===== src/rtl/seven_seg_count_decoder.sv =====
// -----------------------------------------------------------------------------
// seven_seg_count_decoder
//
// Reads the generation counter back from its three seven-segment digit codes
// and produces a binary count (0..999). The digit codes are latched on a
// sample request, then decoded and accumulated hundreds -> tens -> ones over
// three cycles. The result is compared against a programmable limit so game
// control can stop at a target generation.
//
// Ports:
//   clk           in   1   system clock, all state updates on posedge
//   reset         in   1   asynchronous active-low reset
//   sample        in   1   one-cycle conversion request, ignored while busy
//   hexThreeCode  in   7   ones-digit segment code (active-low, bit6=g..bit0=a)
//   hexFourCode   in   7   tens-digit segment code
//   hexFiveCode   in   7   hundreds-digit segment code
//   limit         in  10   target generation, 0 disables the compare
//   count         out 10   last converted value, held between conversions
//   countValid    out  1   one-cycle pulse when count and flags update
//   digitError    out  1   last conversion saw an unrecognised code
//   limitReached  out  1   last conversion met or passed the limit
//   busy          out  1   conversion in progress
// -----------------------------------------------------------------------------
module seven_seg_count_decoder (
    input  logic       clk,
    input  logic       reset,
    input  logic       sample,
    input  logic [6:0] hexThreeCode,
    input  logic [6:0] hexFourCode,
    input  logic [6:0] hexFiveCode,
    input  logic [9:0] limit,
    output logic [9:0] count,
    output logic       countValid,
    output logic       digitError,
    output logic       limitReached,
    output logic       busy
);

    typedef enum logic [2:0] {
        IDLE  = 3'd0,
        ACC_H = 3'd1,
        ACC_T = 3'd2,
        ACC_O = 3'd3,
        DONE  = 3'd4
    } state_t;

    localparam logic [6:0] CODE_BLANK = 7'b1111111;

    // Returns {bad, digit}. Blank reads as 0 and is not an error.
    function automatic logic [4:0] seg_decode(input logic [6:0] code);
        case (code)
            7'b1000000: seg_decode = 5'b0_0000;
            7'b1111001: seg_decode = 5'b0_0001;
            7'b0100100: seg_decode = 5'b0_0010;
            7'b0110000: seg_decode = 5'b0_0011;
            7'b0011001: seg_decode = 5'b0_0100;
            7'b0010010: seg_decode = 5'b0_0101;
            7'b0000010: seg_decode = 5'b0_0110;
            7'b1111000: seg_decode = 5'b0_0111;
            7'b0000000: seg_decode = 5'b0_1000;
            7'b0010000: seg_decode = 5'b0_1001;
            7'b1111111: seg_decode = 5'b0_0000;
            default:    seg_decode = 5'b1_0000;
        endcase
    endfunction

    state_t     state_q, state_d;
    logic [6:0] code_q [3];          // 0 = ones, 1 = tens, 2 = hundreds
    logic [4:0] dec    [3];          // decoded {bad, digit} per latched code
    logic [9:0] acc_q, acc_d;
    logic       err_acc_q, err_acc_d;
    logic [9:0] count_q, count_d;
    logic       count_valid_q, count_valid_d;
    logic       digit_error_q, digit_error_d;
    logic       limit_reached_q, limit_reached_d;

    logic       capture;
    logic [9:0] acc_x10;
    logic [9:0] acc_plus_t;
    logic [9:0] result;

    // Decoders only ever see the latched copies, so input changes after the
    // capture edge cannot disturb a conversion in flight.
    genvar gi;
    generate
        for (gi = 0; gi < 3; gi++) begin : g_dec
            assign dec[gi] = seg_decode(code_q[gi]);
        end
    endgenerate

    assign capture    = (state_q == IDLE) && sample;
    assign acc_x10    = (acc_q << 3) + (acc_q << 1);
    assign acc_plus_t = acc_x10 + {6'd0, dec[1][3:0]};
    assign result     = acc_x10 + {6'd0, dec[0][3:0]};

    always_comb begin
        state_d         = state_q;
        acc_d           = acc_q;
        err_acc_d       = err_acc_q;
        count_d         = count_q;
        count_valid_d   = 1'b0;
        digit_error_d   = digit_error_q;
        limit_reached_d = limit_reached_q;
        case (state_q)
            IDLE: begin
                if (sample) begin
                    err_acc_d = 1'b0;
                    state_d   = ACC_H;
                end
            end
            ACC_H: begin
                acc_d     = {6'd0, dec[2][3:0]};
                err_acc_d = err_acc_q | dec[2][4];
                state_d   = ACC_T;
            end
            ACC_T: begin
                acc_d     = acc_plus_t;
                err_acc_d = err_acc_q | dec[1][4];
                state_d   = ACC_O;
            end
            ACC_O: begin
                count_d         = result;
                digit_error_d   = err_acc_q | dec[0][4];
                // limit is sampled here, not at capture.
                limit_reached_d = (limit != 10'd0) && (result >= limit);
                count_valid_d   = 1'b1;
                state_d         = DONE;
            end
            DONE: begin
                state_d = IDLE;
            end
            default: begin
                state_d = IDLE;
            end
        endcase
    end

    always_ff @(posedge clk or negedge reset) begin
        if (!reset) begin
            state_q         <= IDLE;
            acc_q           <= 10'd0;
            err_acc_q       <= 1'b0;
            count_q         <= 10'd0;
            count_valid_q   <= 1'b0;
            digit_error_q   <= 1'b0;
            limit_reached_q <= 1'b0;
        end else begin
            state_q         <= state_d;
            acc_q           <= acc_d;
            err_acc_q       <= err_acc_d;
            count_q         <= count_d;
            count_valid_q   <= count_valid_d;
            digit_error_q   <= digit_error_d;
            limit_reached_q <= limit_reached_d;
        end
    end

    always_ff @(posedge clk or negedge reset) begin
        if (!reset) begin
            for (int i = 0; i < 3; i++) begin
                code_q[i] <= CODE_BLANK;
            end
        end else if (capture) begin
            code_q[0] <= hexThreeCode;
            code_q[1] <= hexFourCode;
            code_q[2] <= hexFiveCode;
        end
    end

    assign count        = count_q;
    assign countValid   = count_valid_q;
    assign digitError   = digit_error_q;
    assign limitReached = limit_reached_q;
    assign busy         = (state_q != IDLE);

endmodule


===== config.mk =====
export PLATFORM = sky130hd
export DESIGN_NAME = seven_seg_count_decoder
export DESIGN_NICKNAME = d
export VERILOG_FILES = /design/src/rtl/seven_seg_count_decoder.sv
export SDC_FILE = /design/constraint.sdc
export NUM_CORES = 1
export LEC_CHECK = 0
export BUFFER_PORTS_ARGS = -buffer_cell sky130_fd_sc_hd__buf_2
export CAP_MARGIN = 20
export CELL_PAD_IN_SITES_DETAIL_PLACEMENT = 1
export CELL_PAD_IN_SITES_GLOBAL_PLACEMENT = 1
export CORE_MARGIN = 3
export CORE_UTILIZATION = 40
export DETAILED_ROUTE_END_ITERATION = 8
export GPL_TIMING_DRIVEN = 0
export PLACE_DENSITY = 0.83
export SLEW_MARGIN = 20
export SYNTH_ARGS = -nofsm -noshare
export SYNTH_HDL_FRONTEND = slang
export SYNTH_SLANG_ARGS = --single-unit

===== constraint.sdc =====
create_clock -name clk -period 3.8 [get_ports clk]
set_clock_uncertainty 0.15 [all_clocks]
set_input_delay 1.14 -clock clk [delete_from_list [all_inputs] [get_ports clk]]
set_output_delay 1.14 -clock clk [all_outputs]
set_load 0.05 [all_outputs]

# --- Word-level counts from Yosys, hierarchy flattened ---
# Cells that the tools add are included.
# W data, S select, Z words.
classes:
  n_bitwise: 3
  n_eq_ne: 34
  muxes: 9
  magnitude_cmp: 1
  n_reduce_logical: 14
  n_addsub: 3
ops:
  columns: ["operator", "count"]
  rows:
  - ["$pmux W5 S10", 3]
  - ["$eq A7 B7 Y1 const B", 12]
  - ["$eq A7 B5 Y1 const B", 9]
  - ["$eq A7 B6 Y1 const B", 6]
  - ["$eq A7 B2 Y1 const B", 3]
  - ["$logic_not A7 Y1", 3]
  - ["$pmux W9 S2", 1]
  - ["$pmux W3 S4", 1]
  - ["$add A10 B10 Y10", 1]
  - ["$add A10 B4 Y10", 1]
  - ["$ge A10 B10 Y1", 1]
  - ["$reduce_bool A10 Y1", 1]
  - ["$add A9 B4 Y9", 1]
  - ["$eq A3 B2 Y1 const B", 2]
  - ["$reduce_bool A3 Y1", 2]
  - ["$reduce_or A2 Y1", 3]
  - ["$eq A3 B1 Y1 const B", 1]
  - ["$logic_not A3 Y1", 1]
  - ["$mux W3", 1]
  - ["$or A1 B1 Y1", 3]
  - ["$pmux W1 S3", 1]
  - ["$logic_and A1 B1 Y1", 2]
  - ["$mux W1", 2]
  - ["$ne A2 B2 Y1 const B", 1]
  - ["other kinds (2)", 2]
totals:
  regBits: 47
  elab_cells: 74

# --- Longest topological paths before layout ---
depth:
  ltp_word: 6
  ltp_mapped: 18

# --- Least setup slack after synthesis ---
# OpenSTA, ideal clock, no wires.
synth_path:
  path_type: "reg-to-reg"
  start: "reg code_q[15] (netlist name)"
  end: "reg limit_reached_q (netlist: limitReached)"
  arrival_ps: 3238
  path_stages_with_launch: 15
  slack_ps: 278
  synth_period_minus_slack_ps: 3522
  setup_time_ps: 135
  n_path_buf: 1
  cell_sequence: "dfstp_2 -> clkbuf_1 -> or4b_2 -> o21ai_0 -> ha_1 -> fa_1 -> a21o_1 -> nand2_1 -> nor3_2 -> nand3_1 -> xnor2_2 -> ha_1 -> and3_1 -> a221oi_1 -> o31ai_1"
synth_between:
  elab_chain_cells: 6
  elab_cells_between_ends: 16
synth_rtl:
  columns: ["item", "line", "text"]
  rows:
  - ["start, declared", "68", "logic [6:0] code_q [3];"]
  - ["$eq A7 B7 Y1", "51", "case (code)"]
  - ["$reduce_or A2 Y1 (no source line)", null, null]
  - ["$pmux W5 S10 (*)", "51", null]
  - ["$add A10 B4 Y10 (*)", "94", "assign result = acc_x10 + {6'd0, dec[0][3:0]};"]
  - ["via result[9]", "80", "logic [9:0] result;"]
  - ["$ge A10 B10 Y1 (*)", "125", "limit_reached_d = (limit != 10'd0) && (result >= limit);"]
  - ["$logic_and A1 B1 Y1 (*)", "125", null]
  - ["end signal, assigned", "154", "limit_reached_q <= limit_reached_d;"]
  - ["end, declared", "75", "logic limit_reached_q, limit_reached_d;"]
# The timed path passes the listed nets; every way through them passes the cells marked *.
# A chain may end at the register's enable or synchronous reset.

# --- Worst setup path after layout ---
layout_path:
  start: "reg code_q[17] (netlist name)"
  end: "reg limit_reached_q (netlist: limitReached)"
# The elaborated chain is that of the path after synthesis.

==> impl_metrics.ini <==
[floorplanning]
initial_cell_density_of_the_core_pct = 41.8
die_area_um2 = 9320
core_um2 = 7850
die_width_um = 96.6
design.portCount = 48
rows = 32
floorplan_die_height_um = 96.6

[run_status]
status = complete, no violations

[synth]
syn_area_per_cell_um2 = 9.45
postSynthCellCount = 347
synth_sequential_area_ratio_pct = 36.7
syn_nets = 406
yosys_warnings = 0
synth.area.top_cells = dfrtp_1, dfstp_2, ha_1, mux2_2, nand2_1
synth_enable_flop_cells = 0
synth_async_sr_flop_share_pct = 100
synth_top_flop_cell = dfrtp_1
synth_cell_type_count = 64
synth_seq_cells = 47
synthDominantAreaCellType = dfrtp_1
post-synth-top-area-fraction_pct = 19.8
cell_area_synth_um2 = 3280

[clocking]
post_cts_hold_buffer_count = 0
worst_setup_hold_path_clk_slew_ps = 90
root_buf_cell = clkbuf_8
clk-insertion-delay-late_ps = 300
number_of_buffers_created_by_cts = 5
clock_path_buffers = 2
tritoncts = built
clock_sink_count = 47
htree_levels = 2

[global_routing]
pin_count_of_the_biggest_net_entering_global_routing = 48
grt_busiest_layer = met2
grt_antenna_before_repair = 0
gr-usage-met1_pct = 23.8
grt_pass1_wl_um = 13500
gr-total-overflow = 0
first_global_vias = 2847
global_route_usage_over_all_layers_pct = 18.4
grt_util_met2_pct = 32.5
use_met3_pct = 2.01

[setup_path]
crit_path_max_incr_delay_ps = 420
worstPathCellList = or3_4 -> or3_4 -> nand2_1 -> nand2_1 -> o21ai_2 -> ha_2 -> fa_2 -> a21o_1 -> nand2_2 -> nor3_4 -> nand3_2 -> xnor2_2 -> ha_1 -> and3_4 -> a221oi_2 -> o31ai_1
slowest_stage = or3_4
worstPathBufferInverterCount = 0
setup.worst_path.start_class = register
worst-path-max-fanout = 6
crit_path_end_kind = register
critical_path_arrival_ps = 3630
critPathKind = reg2reg
critical_path_required_ps = 3830
largest_delay_contributor_family_on_the_critical_path = simple AND/OR/NAND/NOR gates

[sta]
layout_setup_ws_ps = 194
finalHoldViolCount = 0
setup_viol = 0
timing.setup.tns_ps = 0
tightest_slew_ps = 608
max_freq_mhz = 277
maxSlewHeadroom_pct = 59.5
fin_hold_ws_ps = 335
post-route-min-period_ps = 3610
drv_slew = 0
timing.final.crit_share_pct = 94.9

[route]
drt_first_iter_violations = 75
route.final.wire_length_um = 8100
drcViolationCount = 0
drt_pass_1_iters = 4
routed_wire_length_per_instance_um = 16.0
num_vias = 2758
drt-vias-per-instance = 5.45
ant_nets = 0

[min_path]
hp-class = reg2reg

[placed_design]
dp_cells = 496
finalWeightedCongestion = 0.806
dpl_cell_area_um2 = 3640
hpwlAfterDp_um = 6110
placement.io_buffers = 47
place_ws_ps = -185

[final_layout]
finalNonFillerCells = 506
drive_gt1_share_pct = 31.9
utilization_pct = 48.8
mostFrequentLayoutCell = buf_2
fin_nets = 462
layout-area-overhead-vs-synth_pct = 16.8
layout_common_cells = buf_2, nand2_1, dfrtp_1, ha_1, dfstp_2
fin_area_um2 = 3830
insertedDiodeCount = 0

[pwr]
pnr_total_power_mw = 3.24
power_density_nw_per_um2 = 844
p_leak_nw = 1.79
peakVddDrop_uv = 469

[run]
maxCapViolations = 0
==> metal layers <==
metal  vias up  routed length [um]
li1       1347                   -
met1      1353                3570
met2        49                4170
met3         9                 264
met4         0                  95
met5         -                   0
==> synthesized netlist by cell type (2+ instances only) <==
library cell / number
ha_1: 22
a211oi_1: 3
and3b_1: 2
fa_1: 3
mux2_2: 20
buf_2: 3
nor4b_1: 4
nor4_1: 3
nand2b_1: 4
nand2_1: 35
o21ai_1: 8
a21oi_1: 15
and2_1: 2
o31ai_1: 2
clkbuf_1: 14
dfrtp_1: 26
nand4b_1: 4
or3_1: 7
mux2_1: 6
nand3_1: 9
a22oi_1: 3
xor2_1: 10
a21o_1: 6
inv_1: 18
and3_1: 3
nor2b_1: 4
dfstp_2: 21
nor3_1: 5
xnor2_1: 9
nand4_1: 4
buf_1: 2
a31oi_1: 3
nor2_1: 22
or3b_1: 2
o21ai_0: 14
==> registers in the layout (all words and copies together) (netlist names) <==
register and cells:
acc_q 9, code_q 21, digitError 1, count 10
limitReached 1, countValid 1, err_acc_q 1, state_q 3
==> path summary, 6_finish.rpt <==
| kind | cells past startpoint | end | start | slack (ps) |
|---|---|---|---|---|
| min in group asynchronous | 1 | digitError$_DFFE_PN0P_ | reset | 700 |
| min reg2reg | 2 | count[2]$_DFFE_PN0P_ | count[2]$_DFFE_PN0P_ | 330 |
| max reg2reg | 16 | limitReached$_DFFE_PN0P_ | code_q[17]$_DFFE_PN1P_ | 190 |
| max in group asynchronous | 1 | count[4]$_DFFE_PN0P_ | reset | 2400 |
| max | 16 | limitReached$_DFFE_PN0P_ | code_q[17]$_DFFE_PN1P_ | 190 |
| min | 2 | count[2]$_DFFE_PN0P_ | count[2]$_DFFE_PN0P_ | 330 |
==> cells by family (layout without fill, tap and decap cells) <==
| logic type | count (synthesis) | count (layout) | share of synthesized area [%] |
|---|---|---|---|
| flip-flops | 47 | 47 | 36.7 |
| AO/OA/AOI/OAI | 71 | 71 | 14.4 |
| buffers and inverters | 38 | 95 | 4.58 |
| XOR/XNOR | 20 | 20 | 5.57 |
| multiplexers | 26 | 26 | 8.92 |
| adder cells (fa/ha/maj) | 25 | 25 | 10.2 |
| AND/OR/NAND/NOR | 120 | 120 | 19.6 |
==> worst min-delay path, delay by kind of cell (launching register included) <==
kind | cells | cell delay (ps)
flip-flops | 1 | 350
AND/OR/NAND/NOR | 2 | 110
==> report_power, final <==
part | internal, mW | total [mW] | switching [mW]
logic | 0.767 | 1.90 | 1.14
registers | 0.807 | 1.04 | 0.229
clock network | 0.130 | 0.297 | 0.168
==> area by class of cell <==
cell class,count,area (um2)
Clock inverter,1,5.00
Sequential cell,47,1200
Clock buffer,7,76.3
Inverter,18,67.6
Fill cell,948,4020
Tap cell,102,128
Multi-Input combinational cell,262,2000
Buffer,16,67.6
Timing Repair Buffer,53,283
==> repair_timing <==
item,4_1_cts,5_1_grt
setup endpoints to repair,1,1
gates resized for setup,6,12
pin swaps,3,7
buffers inserted,2,4
(Power assumes the default switching activity.)
